--- src/rtl/branch_pred_table_if.sv ---
// Predict/update bus for the gshare branch prediction table.
// The master drives the fetch PC and the resolved-branch writeback. The slave returns the prediction, the hashed index, the mispredict flag and the global history.
interface branch_pred_table_if #(
  parameter int IDX_W  = 8,
  parameter int HIST_W = 8
);
  logic [IDX_W-1:0]  pred_pc;
  logic              pred_taken;
  logic [IDX_W-1:0]  pred_idx;
  logic              upd_valid;
  logic [IDX_W-1:0]  upd_idx;
  logic              upd_taken;
  logic              upd_pred;
  logic              upd_mispred;
  logic [HIST_W-1:0] bhr;

  // Handshake: upd_valid qualifies upd_idx/upd_taken/upd_pred for one rising edge.
  // There is no ready: every presented update is accepted on that edge.
  // The predict side has no valid; it is always live.
  modport master (
    output pred_pc, upd_valid, upd_idx, upd_taken, upd_pred,
    input  pred_taken, pred_idx, upd_mispred, bhr
  );

  modport slave (
    input  pred_pc, upd_valid, upd_idx, upd_taken, upd_pred,
    output pred_taken, pred_idx, upd_mispred, bhr
  );
endinterface

--- src/rtl/branch_pred_table.sv ---
// Gshare predictor: 2^IDX_W saturating counters indexed by pred_pc ^ history, with a combinational predict path and one update per clock.
// Optional macro BPT_BYPASS_EN forwards a same-index update into pred_taken in the same cycle.
module branch_pred_table #(
  parameter int CTR_W    = 2,
  parameter int IDX_W    = 8,
  parameter int HIST_W   = 8,
  parameter int INIT_CTR = 1
) (
  input logic                clock,
  input logic                reset,
  branch_pred_table_if.slave bp
);
  localparam int DEPTH = 2 ** IDX_W;
  localparam logic [CTR_W-1:0] CTR_MAX  = '1;
  localparam logic [CTR_W-1:0] CTR_INIT = CTR_W'(INIT_CTR);

  logic [CTR_W-1:0]  ctr_q [DEPTH];
  logic [HIST_W-1:0] bhr_q;
  logic [HIST_W-1:0] bhr_next;
  logic [IDX_W-1:0]  hist_ext;
  logic [IDX_W-1:0]  pred_idx_w;
  logic [CTR_W-1:0]  pred_ctr;
  logic [CTR_W-1:0]  upd_cur;
  logic [CTR_W-1:0]  upd_next;

  // History is zero-extended into the index space before hashing.
  assign hist_ext   = IDX_W'(bhr_q);
  assign pred_idx_w = bp.pred_pc ^ hist_ext;
  assign pred_ctr   = ctr_q[pred_idx_w];
  assign upd_cur    = ctr_q[bp.upd_idx];

  always_comb begin
    upd_next = upd_cur;
    if (bp.upd_taken) begin
      if (upd_cur != CTR_MAX) upd_next = upd_cur + CTR_W'(1);
    end else begin
      if (upd_cur != '0) upd_next = upd_cur - CTR_W'(1);
    end
  end

  generate
    if (HIST_W == 1) begin : g_hist1
      assign bhr_next = bp.upd_taken;
    end else begin : g_histn
      assign bhr_next = {bhr_q[HIST_W-2:0], bp.upd_taken};
    end
  endgenerate

  always_ff @(posedge clock or posedge reset) begin
    if (reset) begin
      for (int i = 0; i < DEPTH; i++) ctr_q[i] <= CTR_INIT;
      bhr_q <= '0;
    end else if (bp.upd_valid) begin
      ctr_q[bp.upd_idx] <= upd_next;
      bhr_q             <= bhr_next;
    end
  end

`ifdef BPT_BYPASS_EN
  // Write-through forward of the counter only; pred_idx still hashes the pre-update history.
  logic fwd_hit;
  assign fwd_hit       = bp.upd_valid && !reset && (bp.upd_idx == pred_idx_w);
  assign bp.pred_taken = fwd_hit ? upd_next[CTR_W-1] : pred_ctr[CTR_W-1];
`else
  assign bp.pred_taken = pred_ctr[CTR_W-1];
`endif

  assign bp.pred_idx    = pred_idx_w;
  assign bp.upd_mispred = bp.upd_valid && (bp.upd_pred != bp.upd_taken);
  assign bp.bhr         = bhr_q;
endmodule

--- src/flat_wrapper.sv ---
// flat-port wrapper written by rule: the top's interface ports become plain ports
module branch_pred_table_flat 
#(
  parameter int CTR_W    = 2,
  parameter int IDX_W    = 8,
  parameter int HIST_W   = 8,
  parameter int INIT_CTR = 1
)
  (clock, reset, bp_pred_pc, bp_upd_valid, bp_upd_idx, bp_upd_taken, bp_upd_pred, bp_pred_taken, bp_pred_idx, bp_upd_mispred, bp_bhr);
  branch_pred_table_if #(.IDX_W(IDX_W), .HIST_W(HIST_W)) bp_i ();
  input logic clock;
  input logic reset;
  input wire logic [$bits(bp_i.pred_pc)-1:0] bp_pred_pc;
  input wire logic [$bits(bp_i.upd_valid)-1:0] bp_upd_valid;
  input wire logic [$bits(bp_i.upd_idx)-1:0] bp_upd_idx;
  input wire logic [$bits(bp_i.upd_taken)-1:0] bp_upd_taken;
  input wire logic [$bits(bp_i.upd_pred)-1:0] bp_upd_pred;
  output wire logic [$bits(bp_i.pred_taken)-1:0] bp_pred_taken;
  output wire logic [$bits(bp_i.pred_idx)-1:0] bp_pred_idx;
  output wire logic [$bits(bp_i.upd_mispred)-1:0] bp_upd_mispred;
  output wire logic [$bits(bp_i.bhr)-1:0] bp_bhr;
  assign bp_i.pred_pc = bp_pred_pc;
  assign bp_i.upd_valid = bp_upd_valid;
  assign bp_i.upd_idx = bp_upd_idx;
  assign bp_i.upd_taken = bp_upd_taken;
  assign bp_i.upd_pred = bp_upd_pred;
  assign bp_pred_taken = bp_i.pred_taken;
  assign bp_pred_idx = bp_i.pred_idx;
  assign bp_upd_mispred = bp_i.upd_mispred;
  assign bp_bhr = bp_i.bhr;
  branch_pred_table #(.CTR_W(CTR_W), .IDX_W(IDX_W), .HIST_W(HIST_W), .INIT_CTR(INIT_CTR)) u_core (.clock(clock), .reset(reset), .bp(bp_i));
endmodule
--- config.mk ---
export PLATFORM = sky130hd
export DESIGN_NAME = branch_pred_table_flat
export DESIGN_NICKNAME = d
export VERILOG_FILES = /design/src/rtl/branch_pred_table_if.sv /design/src/rtl/branch_pred_table.sv /design/src/flat_wrapper.sv
export SDC_FILE = /design/constraint.sdc
export NUM_CORES = 2
export LEC_CHECK = 0
export ABC_AREA = 1
export ABC_CLOCK_PERIOD_IN_PS = 47800
export CAP_MARGIN = 15
export CORE_MARGIN = 3
export CORE_UTILIZATION = 45
export DETAILED_ROUTE_END_ITERATION = 7
export PLACE_DENSITY = 0.68
export SYNTH_ARGS = -nofsm -noshare
export SYNTH_HDL_FRONTEND = slang
export SYNTH_SLANG_ARGS = --single-unit
--- constraint.sdc ---
create_clock -name clock -period 47.8 [get_ports clock]
set_clock_uncertainty 0.15 [all_clocks]
set_input_delay 7.17 -clock clock [delete_from_list [all_inputs] [get_ports clock]]
set_output_delay 7.17 -clock clock [all_outputs]
set_load 0.05 [all_outputs]
==> metrics.md <==
| Metric | Value |
|---|---|
| Status | `complete, no violations` |
| CTS tree | `done` |
| Area Overhead vs Synth | `9.12%` |
| I/O pin cnt | `39` |
| Initial antenna violation count | `0` |
| Post-DRT Antenna Nets | `0` |
| Initial DRC Count | `3574` |
| CTS root buffer | `clkbuf_16` |
| Tot GR Track Use | `30.5%` |
| DRC Markers | `0` |
| Leakage | `0.0155 uW` |
| RSZ-0062 raised after global routing | `false` |
| Die area | `0.0706 mm2` |
| Post-synth EDFFs | `0` |
| CTS Buffer Depth | `3` |
| HP Start | `u_core.ctr_q[460]` |
| Main combinational cell family by area after synthesis | `simple AND/OR/NAND/NOR gates` |
| Global route overflow | `0` |
| Vias | `30100` |
| Num CTS Buffers | `57` |
| WL final | `109000 um` |
| Post-synth ARST share | `100%` |
| Synth warnings | `0` |
| Layout Nets | `4479` |
| Critical path, cell by cell | `clkdlybuf4s50_1 > xnor2_2 > buf_4 > clkinv_2 > o221ai_1 > nand3_1 > nand3_1 > nand3_1 > nand3_1 > nand3_1 > nand2_1 > clkdlybuf4s50_1` |
| Chip width | `266 um` |
| Post-CTS sizing | `0` |
| Top_reg_cell synth | `dfrtp_1` |
| Crit path DAT | `11650 ps` |
| Sequential-to-total area share from yosys stat | `44.0%` |
| Crit. End Element | `output port` |
| Mapped Area | `0.0303 mm2` |
| Sequential power share | `42.4%` |
| Crit start category | `input pin` |
| Top routing layer in use | `met4` |
| Main area contributors after synthesis | `nand2_1, dfstp_2, dfrtp_1` |
| Combinational fraction of design power | `13.9%` |
| Period utilisation layout | `39.7%` |
| Cell total after placement | `5263` |
| Mean Syn Cell Area | `6.64 um2` |
| Via density | `5.60` |
| Setup TNS | `0 ps` |
| Synthesized flop and latch total | `520` |
| Buf/Inv on CP | `4` |
| Die H | `266 um` |
| CP most frequent cell | `nand3_1` |
| Post-synth top area share | `27.8%` |
| DPL Wire Length | `65700 um` |
| Post-Synth Adder-Cell Area | `0%` |
| Net Count, Synth | `4591` |
| Clock sink total | `520` |
| MaxCap Viol Count | `0` |
| R2r startpoint | `u_core.ctr_q[23]` |
| Clock power share | `43.7%` |
| Worst-path clk slew | `60 ps` |
| Mapped Cells | `4570` |
| Worst-path maximum fanout | `83` |
| Pre-CTS setup slack | `28960 ps` |
| Min-delay worst type | `flop to flop` |
| Gp weighted congestion | `0.929` |
| Sw Ratio | `29.1%` |
| Post-synthesis mux area share | `0%` |
| H-tree levels | `2` |
| Slew Limit Headroom | `20.5%` |
| Post-CTS Hold Buffers | `0` |
| Int Power | `785 uW` |
| Final worst slack | `28830 ps` |
| Worst-Skew Late Latency | `650 ps` |
| Metal3 WL | `11600 um` |
| Family with the most delay on the worst path | `buffers and inverters` |
| Fraction of layout cells with a size suffix above 1 | `9.72%` |
| Worst path slowest cell | `clkinv_2` |
| Count of unique library cells instantiated by Yosys | `28` |
| M1 WL | `45200 um` |
| Initial core utilization | `45.8%` |
| Final setup viols | `0` |
| CP max stage delay | `1080 ps` |
| Final Critical Period | `18970 ps` |
| Fin cells | `5371` |
| Routed met2 length | `45900 um` |
| Most common cell in the netlist | `nand2_1` |
| Max Fclk | `52.7 MHz` |
| N_diodes | `0` |
| Simple-Gate Fraction of Synth Area | `40.4%` |
| Dominant cell type by area after synthesis | `nand2_1` |
| WP data required | `40480 ps` |
| Synth Area in XOR/XNOR | `0.231%` |
| WS Path Type | `input pin to output port` |
| Global-route wire length before repair | `167000 um` |
| Post-CTS Setup Bufs | `0` |
| Number of I/O port buffers | `38` |
| Compound-Gate Fraction of Synth Area | `6.05%` |
| Power per Cell Area | `33.4 mW/mm2` |
| Psw | `321 uW` |
| Vias in the first global route | `27300` |
| Slew Viols, Final | `0` |
| Hold Fails Final Rpt | `0` |
| Peak VDD IR | `0.0000284 V` |
| Slew @ Worst Pin | `1190 ps` |
| Largest net degree at the start of global routing | `110` |
| DR WL/cell | `20.3 um` |
| Num rows | `94` |
| Hold WS | `314 ps` |
| Setup crit start | `bp_pred_pc[1]` |
| Leading cell types by count after synthesis | `nand2_1, inv_1, nand3_1` |
| Total core area | `0.0662 mm2` |
| DR pass1 iterations | `6` |
-- flip-flops by register name, summed over array words and instances, names as in the netlist --
| signal | cells |
|---|---|
| u_core.ctr_q | 512 |
| u_core.bp.bhr | 8 |
-- cell usage in the layout (no fill, tap or decap), types with 3 or more instances in the layout --
master           count
nand4_1             54
a22oi_1             16
clkbuf_1            13
clkdlybuf4s50_1     36
o22ai_1              4
clkinv_2             9
nor2_1             253
nand3_1            332
o221ai_1            14
buf_4               56
o21ai_1             23
dfrtp_1            264
clkinv_1            10
nor2_4               5
nor3_1             154
o211ai_1            96
clkbuf_8            16
xnor2_2              3
a21oi_1              4
dfstp_2            256
inv_1              408
clkbuf_16           59
bufinv_16            7
o21ai_0            141
xnor2_1              5
or2_2               10
clkinvlp_4           3
inv_2                3
nand2_1           2241
-- stage by stage --
step	cell area [um2]	power (uW)	utilization [%]
5_1_grt	33100	1140	50.0
6_report	33100	1110	50.0
3_3_place_gp	31100	623	46.9
3_5_place_dp	31100	625	46.9
2_1_floorplan	30300	572	-
4_1_cts	33100	1110	50.0
-- tightest hold or removal path, stage by stage, from the launching register on --
cell     delay [ps]
dfstp_2         370
nand2_1          50
nand2_1          40
-- logic make-up (layout without fill, tap and decap cells) --
kind of cell           after synthesis  count (layout)
flip-flops                         520             520
AND/OR/NAND/NOR                   3055            3055
buffers and inverters              688             625
AO/OA/AOI/OAI                      299             299
XOR/XNOR                             8               8
-- layer usage --
layer	vias up	GRT usage, %
li1	14000	-
met1	14100	42.2
met2	1608	45.0
met3	343	6.72
met4	0	15.9
met5	-	0
-- cell type report --
class	count	area, um2
clock buffers	88	1750
clock inverters	20	290
repair buffers	93	792
fillers	6477	33100
flip-flops and latches	520	13300
multi-input cells	3362	14300
inverters	424	1610
well taps	864	1080
-- path summary, 6_finish.rpt --
path                                     end  slack, ps  cells past startpoint
setup reg to reg           u_core.ctr_q[163]      43270                     18
hold reg to reg            u_core.ctr_q[460]        310                      2
min in group asynchronous  u_core.ctr_q[479]       6950                      2
max in group asynchronous    u_core.ctr_q[2]      37900                      5
setup / recovery               bp_pred_taken      28830                     12
hold / removal             u_core.ctr_q[460]        310                      2
-- power groups by stage --
stage	sequential, uW	clock, uW	combinational [uW]
final	469	484	153
after global routing	470	505	163
after CTS	468	487	150
after detailed placement	475	0	149
after global placement	475	0	147
after floorplan	476	0	96.4
(Power assumes the default switching activity.)
